$ cat src/rtl/pipe_arb_pkg.sv
// Shared types and helpers for the pipe_arb pipeline scheduler.
// Optional build macro consumed by pipe_arb: PIPE_ARB_FIXED_PRIO_EN.
package pipe_arb_pkg;

  localparam int ID_MAX_W = 3;

  typedef enum logic [1:0] {
    IDLE,
    ACTIVE,
    STALLED
  } arb_state_t;

  typedef struct packed {
    logic                valid;
    logic [ID_MAX_W-1:0] id;
  } tag_t;

  function automatic int id_w(input int n);
    int c;
    c = $clog2(n);
    return (c < 1) ? 1 : c;
  endfunction

endpackage

$ cat src/rtl/pipe_arb_rr_grant.sv
// Combinational rotate-priority one-hot picker: first request at or after ptr_i wins.
module rr_grant
  import pipe_arb_pkg::*;
#(
  parameter int NUM_REQ = 4,
  parameter int IDW     = id_w(NUM_REQ)
) (
  input  logic [NUM_REQ-1:0] req_i,
  input  logic [IDW-1:0]     ptr_i,
  input  logic               en_i,
  output logic [NUM_REQ-1:0] gnt_o,
  output logic               gnt_any_o,
  output logic [IDW-1:0]     gnt_id_o
);

  int   idx;
  logic found;

  always_comb begin
    gnt_o     = '0;
    gnt_any_o = 1'b0;
    gnt_id_o  = '0;
    found     = 1'b0;
    idx       = 0;
    // k is the distance from the pointer; the first hit on that walk wins
    for (int k = 0; k < NUM_REQ; k++) begin
      idx = int'(ptr_i) + k;
      if (idx >= NUM_REQ) idx = idx - NUM_REQ;
      for (int i = 0; i < NUM_REQ; i++) begin
        if (en_i && !found && (i == idx) && req_i[i]) begin
          found     = 1'b1;
          gnt_o[i]  = 1'b1;
          gnt_any_o = 1'b1;
          gnt_id_o  = IDW'(i);
        end
      end
    end
  end

endmodule

$ cat src/rtl/pipe_arb.sv
// Round-robin scheduler sharing one stallable arithmetic pipeline among NUM_REQ requesters.
// Define PIPE_ARB_FIXED_PRIO_EN for fixed lowest-index-wins priority (no rr_ptr).
module pipe_arb
  import pipe_arb_pkg::*;
#(
  parameter int NUM_REQ    = 4,
  parameter int INP_WIDTH  = 2,
  parameter int OUT_WIDTH  = 4,
  parameter int PIPE_DEPTH = 2,
  localparam int IDW       = id_w(NUM_REQ)
) (
  input  logic                          clk,
  input  logic                          rst,
  input  logic [NUM_REQ-1:0]            req_valid,
  input  logic [NUM_REQ*INP_WIDTH-1:0]  req_a,
  input  logic [NUM_REQ*INP_WIDTH-1:0]  req_b,
  input  logic [NUM_REQ*INP_WIDTH-1:0]  req_c,
  output logic [NUM_REQ-1:0]            req_gnt,
  output logic [INP_WIDTH-1:0]          pipe_a,
  output logic [INP_WIDTH-1:0]          pipe_b,
  output logic [INP_WIDTH-1:0]          pipe_c,
  output logic                          pipe_stall,
  input  logic [OUT_WIDTH-1:0]          pipe_x,
  output logic                          resp_valid,
  output logic [IDW-1:0]                resp_id,
  output logic [OUT_WIDTH-1:0]          resp_x,
  input  logic                          resp_ready
);

  localparam int LAST = PIPE_DEPTH - 1;

  logic             gnt_any;
  logic [IDW-1:0]   gnt_id;
  logic [IDW-1:0]   rr_ptr;
  tag_t             tags_q [PIPE_DEPTH];
  tag_t             tags_d [PIPE_DEPTH];
  arb_state_t       state_q, state_d;
  logic             busy_d;

  assign resp_valid = tags_q[LAST].valid;
  assign resp_id    = tags_q[LAST].id[IDW-1:0];
  assign resp_x     = pipe_x;
  assign pipe_stall = resp_valid & ~resp_ready;

  // Grants are suppressed while reset is held so outputs sit at reset values.
  rr_grant #(
    .NUM_REQ (NUM_REQ),
    .IDW     (IDW)
  ) u_grant (
    .req_i     (req_valid),
    .ptr_i     (rr_ptr),
    .en_i      (~pipe_stall & ~rst),
    .gnt_o     (req_gnt),
    .gnt_any_o (gnt_any),
    .gnt_id_o  (gnt_id)
  );

`ifdef PIPE_ARB_FIXED_PRIO_EN
  assign rr_ptr = '0;
`else
  logic [IDW-1:0] rr_ptr_q, rr_ptr_d;

  always_comb begin
    rr_ptr_d = rr_ptr_q;
    if (gnt_any) begin
      rr_ptr_d = (gnt_id == IDW'(NUM_REQ - 1)) ? '0 : gnt_id + IDW'(1);
    end
  end

  always_ff @(posedge clk or posedge rst) begin
    if (rst) rr_ptr_q <= '0;
    else     rr_ptr_q <= rr_ptr_d;
  end

  assign rr_ptr = rr_ptr_q;
`endif

  always_comb begin
    pipe_a = '0;
    pipe_b = '0;
    pipe_c = '0;
    for (int i = 0; i < NUM_REQ; i++) begin
      if (req_gnt[i]) begin
        pipe_a = req_a[i*INP_WIDTH +: INP_WIDTH];
        pipe_b = req_b[i*INP_WIDTH +: INP_WIDTH];
        pipe_c = req_c[i*INP_WIDTH +: INP_WIDTH];
      end
    end
  end

  // Tags move in lockstep with the pipeline; bubbles freeze too.
  always_comb begin
    for (int i = 0; i < PIPE_DEPTH; i++) tags_d[i] = tags_q[i];
    if (!pipe_stall) begin
      for (int i = PIPE_DEPTH - 1; i > 0; i--) tags_d[i] = tags_q[i-1];
      tags_d[0].valid = gnt_any;
      tags_d[0].id    = ID_MAX_W'(gnt_id);
    end
  end

  always_comb begin
    state_d = state_q;
    busy_d  = 1'b0;
    for (int i = 0; i < PIPE_DEPTH; i++) busy_d = busy_d | tags_d[i].valid;
    case (state_q)
      IDLE:    if (gnt_any) state_d = ACTIVE;
      ACTIVE: begin
        if (pipe_stall)   state_d = STALLED;
        else if (!busy_d) state_d = IDLE;
      end
      STALLED: if (resp_ready) state_d = ACTIVE;
      default: state_d = IDLE;
    endcase
  end

  always_ff @(posedge clk or posedge rst) begin
    if (rst) begin
      for (int i = 0; i < PIPE_DEPTH; i++) tags_q[i] <= '0;
      state_q <= IDLE;
    end else begin
      for (int i = 0; i < PIPE_DEPTH; i++) tags_q[i] <= tags_d[i];
      state_q <= state_d;
    end
  end

endmodule
$ cat config.mk
export PLATFORM = sky130hd
export DESIGN_NAME = pipe_arb
export DESIGN_NICKNAME = d
export VERILOG_FILES = /design/src/rtl/pipe_arb_pkg.sv /design/src/rtl/pipe_arb_rr_grant.sv /design/src/rtl/pipe_arb.sv
export SDC_FILE = /design/constraint.sdc
export NUM_CORES = 1
export LEC_CHECK = 0
export ABC_CLOCK_PERIOD_IN_PS = 1500
export BUFFER_PORTS_ARGS = -buffer_cell sky130_fd_sc_hd__clkbuf_2
export CAP_MARGIN = 10
export CORE_ASPECT_RATIO = 0.75
export CORE_MARGIN = 8
export CORE_UTILIZATION = 36
export DETAILED_ROUTE_END_ITERATION = 7
export GPL_TIMING_DRIVEN = 0
export MAX_ROUTING_LAYER = met4
export PLACE_DENSITY_LB_ADDON = 0.25
export SLEW_MARGIN = 20
export SYNTH_ARGS = -nofsm -noshare
export SYNTH_HDL_FRONTEND = slang
export SYNTH_SLANG_ARGS = --single-unit
$ cat constraint.sdc
create_clock -name clk -period 1.5 [get_ports clk]
set_input_delay 0.225 -clock clk [delete_from_list [all_inputs] [get_ports clk]]
set_output_delay 0.225 -clock clk [all_outputs]
set_load 0.05 [all_outputs]
==> flow_metrics.py <==
metrics = {
    "power_and_ir_drop": {
        "swShare_pct": 43.2,
        "peakVddDrop_mv": 0.845,
        "combPwrFrac_pct": 68.5,
        "p_per_area_mw_per_mm2": 1140,
        "p_sw_uw": 668,
        "cellLeakagePower_uw": 0.000670,
        "p_int_uw": 879,
        "p_clk_share_pct": 11.6,
        "power.share.sequential_pct": 19.8,
    },
    "final_layout": {
        "n_antenna_cell": 0,
        "multi_input_area_um2": 498,
        "final_cell_count_no_fill": 161,
        "seq_area_um2": 203,
        "final.fill_count": 133,
        "drive_gt1_share_pct": 70.8,
        "final_area_mm2": 0.00135,
        "num-nets-final": 173,
        "area_growth_pct": 87.8,
    },
    "sta": {
        "whs_ns": 0.303,
        "final_max_slew_viol_count": 0,
        "period_share_pct": 146,
        "tightest_slew_ns": 0.382,
        "worst_slack_ns": -0.695,
        "slew_headroom_pct": 74.4,
        "timing.fmax_ghz": 0.456,
        "skew_ns": 0.0161,
        "layout_min_cycle_time_ns": 2.19,
        "finalHoldViolCount": 0,
        "setup_viol": 12,
        "rsz0062_at_grt": "true",
    },
    "drt": {
        "vias": 892,
        "avgRoutedWirePerCell_um": 18.4,
        "route.detailed.drc": 0,
        "viasPerCell": 5.54,
        "wirelength_mm": 2.96,
        "drtAntennaViolNets": 0,
        "first_pass_iters": 5,
        "first_iter_violations": 26,
    },
    "cts": {
        "clock_latency_ns": 0.26,
        "path_clk_slew_ns": 0.06,
        "clock-sinks": 8,
        "root_buffer": "clkbuf_4",
        "cts_made_buffers": 3,
        "htreeDepth": 1,
        "cts_tree": "built",
        "cts_max_path_buffers": 2,
    },
    "die": {
        "die_x_um": 67.7,
        "dieArea_mm2": 0.00370,
        "start_util_pct": 37.1,
        "die_y_um": 54.8,
        "core_mm2": 0.00194,
        "io_pins": 53,
        "row_count": 14,
    },
    "critical_path": {
        "timing.rr.start": "rr_ptr[0]",
        "critPathMaxFanout": 8,
        "worstPathRequired_ns": 1.27,
        "critPathCaptureType": "output port",
        "crit_slowest_cell": "dfrtp_2",
        "r2r_setup_slack_ns": -0.27,
        "path_class": "flip-flop to output port",
        "timing.rr.end": "rr_ptr[0]",
        "arrival_ns": 1.97,
        "reg2reg_depth": 7,
        "worstSetupStartpointType": "flip-flop",
        "crit_chain": "and2b_1, buf_4, o221ai_2, nand4_1, buf_6, o221a_4, clkbuf_16",
        "cpPeakStageDelay_ns": 0.46,
    },
    "synthesis": {
        "syn_area_per_cell_um2": 9.61,
        "yosys_warnings": 0,
        "synthDistinctLibCells": 33,
        "syn_inst": 75,
        "async_flop_share_pct": 100,
        "synth-seq-cells": 8,
        "synth-seq-area-share_pct": 27.8,
        "syn-cell-area_um2": 721,
        "synthFlopType": "dfrtp_1",
        "syn-num-nets": 110,
        "synth_edf_count": 0,
    },
    "job": {
        "cap_violations": 0,
    },
    "grt": {
        "grt_pass1_vias": 871,
        "overflow": 0,
        "grt_max_degree": 11,
        "antenna_found_initial": 0,
        "track_usage_pct": 15.2,
        "grt_pass1_wl_mm": 4.11,
    },
    "place": {
        "gp_congestion": 0.867,
        "dpl_cell_area_mm2": 0.00105,
        "hpwl_mm": 1.89,
        "portBuffers": 46,
        "post-place-cells": 145,
    },
    "worst_hold_path": {
        "min_path_type": "input port to flip-flop",
        "whs_path_depth": 3,
        "hold_end": "tags_q[7]",
        "min_from": "req_valid[2]",
    },
    "run_status": {
        "status": "finished, violations left",
        "violations": "negative setup slack",
    },
}
## cells by family (layout without fill, tap and decap cells)
kind of cell | Yosys count | count (layout) | share of synthesized area, %
AO/OA/AOI/OAI | 31 | 31 | 37.2
buffers and inverters | 17 | 79 | 16.8
flip-flops | 8 | 8 | 27.8
multiplexers | 3 | 3 | 4.69
AND/OR/NAND/NOR | 16 | 16 | 13.5
## power by group through the flow
stage | Combinational [µW] | Clock (µW) | Sequential, µW
after detailed placement | 786 | 0 | 308
after global routing | 1110 | 190 | 313
after CTS | 969 | 176 | 306
final | 1060 | 180 | 307
after global placement | 772 | 0 | 304
after floorplan | 617 | 0 | 313
## flip-flops by register name, indices dropped and copies added, names as in the netlist
signal,flops
tags_q,3
resp_id,2
rr_ptr,2
resp_valid,1
## per-layer routing
layer  share of wire (%)  track usage (%)  vias up  wire length [µm]
li1                    -                -      414                 -
met1                  36             15.8      433              1060
met2                  57             28.3       41              1700
met3                 5.5             3.27        4               162
met4                 1.4             4.84        0                41
met5                   0                -        -                 0
## synthesized netlist by cell type (all sizes together), types with 3 or more instances
cell,number,share of area (%)
a21oi,3,2.1
o21ai,3,2.1
dfrtp,8,28
o221a,7,11
nand2,3,1.6
inv,5,2.6
buf,12,14
a221o,6,8.3
mux2,3,4.7
## metrics by stage
step	power (µW)	setup TNS [ns]	setup WS, ns	util (%)
floorplan	931	-3.12	-0.389	-
global placement	1080	-5.52	-0.705	53.9
detailed placement	1090	-6.17	-0.775	53.9
CTS	1450	-5.78	-0.662	67.0
global route	1610	-6.98	-0.747	69.6
finish	1550	-6.42	-0.695	69.6
## cell usage in the layout (no fill, tap or decap), types with 2 or more instances in the layout
cell       Yosys  routed
nand2b_1       2       2
o221a_4        0       6
a21o_1         2       2
clkbuf_2       0      35
a21oi_1        3       3
dfrtp_2        0       2
a221o_1        6       6
inv_1          3       2
inv_2          2       2
buf_8          0       5
nand2_1        3       3
nor2_1         2       2
clkbuf_4       0       4
o21ai_0        3       2
buf_6          4       8
and3_4         0       2
mux2_2         3       3
dfrtp_1        8       6
buf_4          7      15
clkbuf_16      0       4
## critical path: cells and delay by family, from the launching register on
kind	cells	cell delay, ns
flops	1	0.46
compound gates	2	0.39
simple gates	2	0.37
buf+inv	3	0.49
## area by class of cell
type / instances / area share [%]
multi-input combinational: 50 / 36.8
timing repair buffer: 59 / 35.8
sequential: 8 / 15.0
buffer: 11 / 6.75
tap: 24 / 2.22
clock buffer: 4 / 1.94
inverter: 5 / 1.57
## how the worst max path moves through the flow
stage | from | endpoint | cells past startpoint
after CTS | rr_ptr[1] | pipe_b[1] | 8
final | rr_ptr[0] | pipe_b[1] | 7
after detailed placement | rr_ptr[0] | pipe_a[0] | 5
after global placement | rr_ptr[0] | pipe_a[1] | 5
after floorplan | resp_valid | pipe_a[0] | 6
after global routing | rr_ptr[1] | pipe_b[1] | 7
## repair_timing
action | in CTS | in global routing
endpoints found under the hold margin | 8 | 0
setup endpoints to repair | 12 | 14
gates resized for setup | 29 | 15
pin swaps | 7 | 4
buffers inserted | 9 | 2
gates cloned | 0 | 1
hold buffers | 1 | 0
Note: power is estimated with default switching activity, not from simulation.
